`src/rtl/vga_sync_receiver.sv`:
```
// Sink-side VGA timing recovery: rebuilds pixel coordinates from sync edges, locks
// onto the expected frame timing, counts sync errors and checksums each locked frame.
module vga_sync_receiver #(
  parameter int H_DISPLAY    = 640,
  parameter int H_SYNC_START = 656,
  parameter int H_TOTAL      = 800,
  parameter int V_DISPLAY    = 480,
  parameter int V_SYNC_START = 490,
  parameter int V_TOTAL      = 525,
  parameter int LOCK_FRAMES  = 2
) (
  input  logic        clk,
  input  logic        reset,
  input  logic        hsync_in,
  input  logic        vsync_in,
  input  logic [5:0]  rgb_in,
  output logic        locked,
  output logic        pix_valid,
  output logic [9:0]  pix_x,
  output logic [9:0]  pix_y,
  output logic [5:0]  pix_rgb,
  output logic        frame_start,
  output logic [15:0] checksum,
  output logic        checksum_valid,
  output logic [7:0]  err_count
);

  localparam logic [9:0] H_LAST    = 10'(H_TOTAL - 1);
  localparam logic [9:0] V_LAST    = 10'(V_TOTAL - 1);
  localparam logic [9:0] H_SS      = 10'(H_SYNC_START);
  localparam logic [9:0] V_SS      = 10'(V_SYNC_START);
  localparam logic [9:0] H_DISP    = 10'(H_DISPLAY);
  localparam logic [9:0] V_DISP    = 10'(V_DISPLAY);
  localparam logic [9:0] H_LASTPIX = 10'(H_DISPLAY - 1);
  localparam logic [9:0] V_LASTPIX = 10'(V_DISPLAY - 1);
  localparam logic [3:0] GOOD_LAST = 4'(LOCK_FRAMES - 1);

  typedef enum logic [1:0] {SEARCH, ACQUIRE, LOCKED} state_t;

  logic        hs_q, hs_d, vs_q, vs_d, hs_prev_q, hs_prev_d, vs_prev_q, vs_prev_d;
  logic [5:0]  rgb_q, rgb_d, rgb_s2_q, rgb_s2_d;
  logic [9:0]  h_cnt_q, h_cnt_d, v_cnt_q, v_cnt_d;
  state_t      state_q, state_d;
  logic [3:0]  good_q, good_d;
  logic [7:0]  err_q, err_d;
  logic        locked_q, locked_d, pix_valid_q, pix_valid_d;
  logic [9:0]  pix_x_q, pix_x_d, pix_y_q, pix_y_d;
  logic [5:0]  pix_rgb_q, pix_rgb_d;
  logic        frame_start_q, frame_start_d, frame_ok_q, frame_ok_d;
  logic [15:0] acc_q, acc_d, checksum_q, checksum_d;
  logic        checksum_valid_q, checksum_valid_d;

  logic       hs_edge, vs_edge, h_wrap, h_exp, v_exp, sync_err, st_locked;
  logic [9:0] h_free, v_free;

  // Counters hold the position of the sample one stage behind the input
  // registers; prediction compares the free-running count against observed edges.
  always_comb begin
    hs_d      = hsync_in;
    vs_d      = vsync_in;
    rgb_d     = rgb_in;
    hs_prev_d = hs_q;
    vs_prev_d = vs_q;
    rgb_s2_d  = rgb_q;

    hs_edge  = hs_q & ~hs_prev_q;
    vs_edge  = vs_q & ~vs_prev_q;
    h_wrap   = (h_cnt_q == H_LAST);
    h_free   = h_wrap ? 10'd0 : h_cnt_q + 10'd1;
    v_free   = h_wrap ? ((v_cnt_q == V_LAST) ? 10'd0 : v_cnt_q + 10'd1) : v_cnt_q;
    h_exp    = (h_free == H_SS);
    v_exp    = h_wrap && (v_free == V_SS);
    sync_err = (hs_edge ^ h_exp) | (vs_edge ^ v_exp);

    h_cnt_d = h_free;
    v_cnt_d = v_free;
    state_d = state_q;
    good_d  = good_q;
    err_d   = err_q;

    case (state_q)
      SEARCH: begin
        if (hs_edge) h_cnt_d = H_SS;
        // vsync rises at the start of a line, so the horizontal position is 0
        if (vs_edge) begin
          state_d = ACQUIRE;
          h_cnt_d = 10'd0;
          v_cnt_d = V_SS;
          good_d  = 4'd0;
        end
      end
      ACQUIRE: begin
        if (hs_edge) h_cnt_d = H_SS;
        if (vs_edge) v_cnt_d = V_SS;
        if (sync_err) begin
          state_d = SEARCH;
          good_d  = 4'd0;
        end else if (vs_edge) begin
          good_d = good_q + 4'd1;
          if (good_q == GOOD_LAST) state_d = LOCKED;
        end
      end
      LOCKED: begin
        if (sync_err) begin
          state_d = SEARCH;
          err_d   = (err_q == 8'hFF) ? err_q : err_q + 8'd1;
        end
      end
      default: state_d = SEARCH;
    endcase

    st_locked     = (state_q == LOCKED);
    locked_d      = st_locked;
    pix_valid_d   = st_locked && (h_cnt_q < H_DISP) && (v_cnt_q < V_DISP);
    pix_x_d       = pix_valid_d ? h_cnt_q : 10'd0;
    pix_y_d       = pix_valid_d ? v_cnt_q : 10'd0;
    pix_rgb_d     = pix_valid_d ? rgb_s2_q : 6'd0;
    frame_start_d = st_locked && (h_cnt_q == 10'd0) && (v_cnt_q == 10'd0);

    acc_d = acc_q;
    if (frame_start_d)    acc_d = {10'd0, rgb_s2_q};
    else if (pix_valid_d) acc_d = acc_q + {10'd0, rgb_s2_q};

    frame_ok_d = frame_ok_q;
    if (frame_start_d)   frame_ok_d = 1'b1;
    else if (!st_locked) frame_ok_d = 1'b0;

    // The accumulator includes the last pixel one cycle after it is emitted
    checksum_d       = checksum_q;
    checksum_valid_d = 1'b0;
    if (pix_valid_q && pix_x_q == H_LASTPIX && pix_y_q == V_LASTPIX && frame_ok_q) begin
      checksum_d       = acc_q;
      checksum_valid_d = 1'b1;
    end
  end

  always_ff @(posedge clk or posedge reset) begin
    if (reset) begin
      hs_q             <= 1'b0;
      vs_q             <= 1'b0;
      hs_prev_q        <= 1'b0;
      vs_prev_q        <= 1'b0;
      rgb_q            <= 6'd0;
      rgb_s2_q         <= 6'd0;
      h_cnt_q          <= 10'd0;
      v_cnt_q          <= 10'd0;
      state_q          <= SEARCH;
      good_q           <= 4'd0;
      err_q            <= 8'd0;
      locked_q         <= 1'b0;
      pix_valid_q      <= 1'b0;
      pix_x_q          <= 10'd0;
      pix_y_q          <= 10'd0;
      pix_rgb_q        <= 6'd0;
      frame_start_q    <= 1'b0;
      frame_ok_q       <= 1'b0;
      acc_q            <= 16'd0;
      checksum_q       <= 16'd0;
      checksum_valid_q <= 1'b0;
    end else begin
      hs_q             <= hs_d;
      vs_q             <= vs_d;
      hs_prev_q        <= hs_prev_d;
      vs_prev_q        <= vs_prev_d;
      rgb_q            <= rgb_d;
      rgb_s2_q         <= rgb_s2_d;
      h_cnt_q          <= h_cnt_d;
      v_cnt_q          <= v_cnt_d;
      state_q          <= state_d;
      good_q           <= good_d;
      err_q            <= err_d;
      locked_q         <= locked_d;
      pix_valid_q      <= pix_valid_d;
      pix_x_q          <= pix_x_d;
      pix_y_q          <= pix_y_d;
      pix_rgb_q        <= pix_rgb_d;
      frame_start_q    <= frame_start_d;
      frame_ok_q       <= frame_ok_d;
      acc_q            <= acc_d;
      checksum_q       <= checksum_d;
      checksum_valid_q <= checksum_valid_d;
    end
  end

  assign locked         = locked_q;
  assign pix_valid      = pix_valid_q;
  assign pix_x          = pix_x_q;
  assign pix_y          = pix_y_q;
  assign pix_rgb        = pix_rgb_q;
  assign frame_start    = frame_start_q;
  assign checksum       = checksum_q;
  assign checksum_valid = checksum_valid_q;
  assign err_count      = err_q;

endmodule

```
`config.mk`:
```
export PLATFORM = sky130hd
export DESIGN_NAME = vga_sync_receiver
export DESIGN_NICKNAME = d
export VERILOG_FILES = /design/src/rtl/vga_sync_receiver.sv
export SDC_FILE = /design/constraint.sdc
export NUM_CORES = 1
export LEC_CHECK = 0
export ABC_AREA = 1
export ABC_CLOCK_PERIOD_IN_PS = 4800
export CAP_MARGIN = 20
export CORE_ASPECT_RATIO = 0.9
export CORE_MARGIN = 4
export CORE_UTILIZATION = 40
export DETAILED_ROUTE_END_ITERATION = 6
export DONT_BUFFER_PORTS = 1
export HOLD_SLACK_MARGIN = 0.12
export REMOVE_ABC_BUFFERS = 1
export SLEW_MARGIN = 0
export SYNTH_ARGS = -nofsm -noshare
export SYNTH_HDL_FRONTEND = slang
export SYNTH_SLANG_ARGS = --single-unit
```
`constraint.sdc`:
```
create_clock -name clk -period 4.8 [get_ports clk]
set_input_delay 0.48 -clock clk [delete_from_list [all_inputs] [get_ports clk]]
set_output_delay 0.48 -clock clk [all_outputs]
set_load 0.05 [all_outputs]
```
==> results.toml <==
[timing]
fin_worst_skew_ps = 9.35
max_freq_mhz = 382
final_hold_viol_count = 0
grt_setup_unrepaired = "no"
tns_ps = 0
whs_ps = 348
setup_viol = 0
drv_slew = 0
worst_pin_slew_ps = 902
layout_min_cycle_time_ps = 2620
final.period_utilization_pct = 54.6
slew_headroom_pct = 39.7

[logic_synthesis]
synthDistinctLibCells = 42
syn_inst = 628
syn_area_um2 = 5370
yosysTopAreaCell = "dfrtp_1"
synth_area_leaders = "dfrtp_1 (53%), nand2_1 (11%), nor2_1 (5.6%)"
postSynth.asyncResetShare_pct = 100
synth_flop_cell = "dfrtp_1"
ys.warnings.count = 0
ys_seq_area_share_pct = 52.7
ys_ff_latch = 113
synth.avg_cell_area_um2 = 8.55
synth_edf_count = 0
synth_top_area_share_pct = 52.7

[global_route]
top_usage_layer = "met2"
antenna_found_initial = 0
overflow = 0
grt_usage_pct = 16.8
grt_pass1_wl_um = 20200
grt_max_degree = 62
use_met1_pct = 22.0
grt_pass1_vias = 4099
grt_use_met2_pct = 24.7
met3_usage_pct = 5.72

[worst_setup_path]
crit_end = "acc_q[15]"
worstPathMaxFanout = 29
critPathSlowestCell = "nor4_4"
max_stage_delay_ps = 580
rr_worst_depth = 12
start_kind = "flip-flop"
regToRegStartpoint = "state_q[1]"
reg2reg_slack_ps = 2180
crit_type = "reg2reg"
critPathLaunch = "state_q[1]"
crit_arrival_ps = 2970
crit_chain = "inv_2 -> nor2_4 -> inv_1 -> nor4_4 -> inv_2 -> nor2_2 -> nand3_2 -> nor2_2 -> nand2_1 -> nand2_1 -> inv_1 -> nor2_1"
endpoint_kind = "flip-flop"
required_ps = 5150
r2r-end = "acc_q[15]"

[clocking]
cts.sinks = 113
path_clk_slew_ps = 60
clock_latency_ps = 420
clockBufferDepth = 2
cts_made_buffers = 17
cts_root_buffer = "clkbuf_16"
post_cts_buffers = 0
tritoncts = "done"
cts_resized = 0
htree_levels = 4

[placed_design]
io_buffers = 0
place.gp.congestion = 0.946
dp_hpwl_um = 8840

[die]
core_um2 = 12900
die_area_um2 = 15300
die_h_um = 118
ios = 64
fp-row-count = 39
fp.dieW_um = 130
initial_utilization_pct = 41.5

[hold_path]
min-delay-path-class = "reg2reg"

[flow_run]
drv_cap = 0

[drt]
drc_errors = 0
routed_via_density = 5.11
ant_nets = 0
drt_iter0_drc = 371
wl_um = 12300
wl_per_cell_um = 14.9
firstDrtPassIters = 5
via_count = 4213

[power_and_ir_drop]
ir_drop_uv = 235
power_per_cell_area_nw_per_um2 = 395
p_leak_uw = 0.00314

[layout]
finalNetCount = 673
antennaDiodeCount = 0
drive_above_1_share_pct = 9.53
area_growth_pct = 15.8

[status]
status = "finished, final reports clean"
## cell type report
type,instances,area [um2]
repair buffers,10,97.6
inverters,83,317
multi-input cells,423,2170
clock buffers,19,433
fillers,1190,6720
clock inverters,13,163
flip-flops and latches,113,2830
well taps,164,205
## where the power goes
part / internal [uW] / switching, uW / leakage [uW]
clock network: 815 / 447 / 0.000283
logic: 50.9 / 106 / 0.00136
registers: 984 / 50.3 / 0.00149
total: 1850 / 604 / 0.00314
## cell usage after synthesis (2+ instances only)
cell / count
nand2_2: 5
nor4_1: 3
nor3_1: 7
clkbuf_1: 4
nor2_1: 80
buf_1: 2
clkinv_1: 2
nand4_1: 18
nand3_2: 2
inv_1: 76
nor2_4: 3
dfrtp_1: 113
o221ai_1: 5
a21oi_1: 13
xnor2_1: 4
nand2_1: 161
nor2_2: 5
xor2_1: 9
nor3_2: 2
ha_1: 14
o21ai_0: 30
nand3b_1: 4
inv_2: 4
a21oi_2: 2
nand2_4: 2
nand3_1: 42
## critical path, delay by kind of cell (launching register included)
kind,cells,cell delay [ps]
flops,1,440
simple gates,8,1450
buf+inv,4,650
## registers in the layout, indices dropped and copies added, names as in the netlist, 8 cells and up
name / cells
acc_q: 16
pix_x: 10
v_cnt_q: 10
err_count: 8
checksum: 16
pix_y: 10
h_cnt_q: 10
## stage by stage
stage               total power [uW]  setup WS, ps  std cells  cell area, um2  utilization (%)
global route                    2550          1890        825            6210             48.1
finish                          2450          2180        825            6210             48.1
global placement                1200          2290        784            5530             42.8
CTS                             2480          2140        825            6210             48.1
detailed placement              1200          2170        784            5530             42.8
floorplan                       1150          1330        619            5310                -
## worst min path at each step
stage                     startpoint     endpoint  slack, ps  depth (start not counted)
after floorplan             rgb_q[0]  rgb_s2_q[0]        330                          0
after global placement      rgb_q[1]  rgb_s2_q[1]        340                          0
after detailed placement    rgb_q[0]  rgb_s2_q[0]        340                          0
after CTS                   rgb_q[0]  rgb_s2_q[0]        350                          0
after global routing        rgb_q[0]  rgb_s2_q[0]        360                          0
final                       rgb_q[0]  rgb_s2_q[0]        350                          0
## kinds of logic after synthesis
| family | count (synthesis) | share of synthesized area, % |
|---|---|---|
| DFF | 113 | 52.7 |
| other | 1 | 0.0699 |
| AOI/OAI and AO/OA | 56 | 6.04 |
| and+or+nand+nor | 338 | 28.6 |
| buffers and inverters | 92 | 6.85 |
| xor gates and xnor gates | 13 | 2.12 |
| adders and majority gates | 15 | 3.64 |
## cell usage in the layout, fill, tap and decap left out, types with 3 or more instances in the layout
| cell type | instances |
|---|---|
| a21oi_1 | 13 |
| bufinv_16 | 3 |
| clkbuf_16 | 17 |
| clkinv_2 | 3 |
| clkinv_4 | 3 |
| clkinvlp_4 | 3 |
| dfrtp_1 | 113 |
| dlygate4sd3_1 | 9 |
| ha_1 | 14 |
| inv_1 | 75 |
| inv_2 | 4 |
| nand2_1 | 161 |
| nand2_2 | 5 |
| nand3_1 | 42 |
| nand3b_1 | 4 |
| nand4_1 | 18 |
| nor2_1 | 80 |
| nor2_2 | 5 |
| nor2_4 | 3 |
| nor3_1 | 7 |
| nor4_1 | 3 |
| o21ai_0 | 30 |
| o221ai_1 | 5 |
| xnor2_1 | 4 |
| xor2_1 | 9 |
## repair_timing
| action | in CTS | in global routing |
|---|---|---|
| hold endpoints to repair | 45 | 0 |
| hold buffers | 9 | 0 |
| setup endpoints to repair | 0 | 0 |
## routing by layer
metal / up-vias / part of all wire (%) / wire length (um)
li1: 2050 / - / -
met1: 1947 / 44 / 5390
met2: 178 / 45 / 5500
met3: 38 / 7.8 / 956
met4: 0 / 3.3 / 407
met5: - / 0 / 0
No activity file was read; power rests on OpenSTA's default activity.
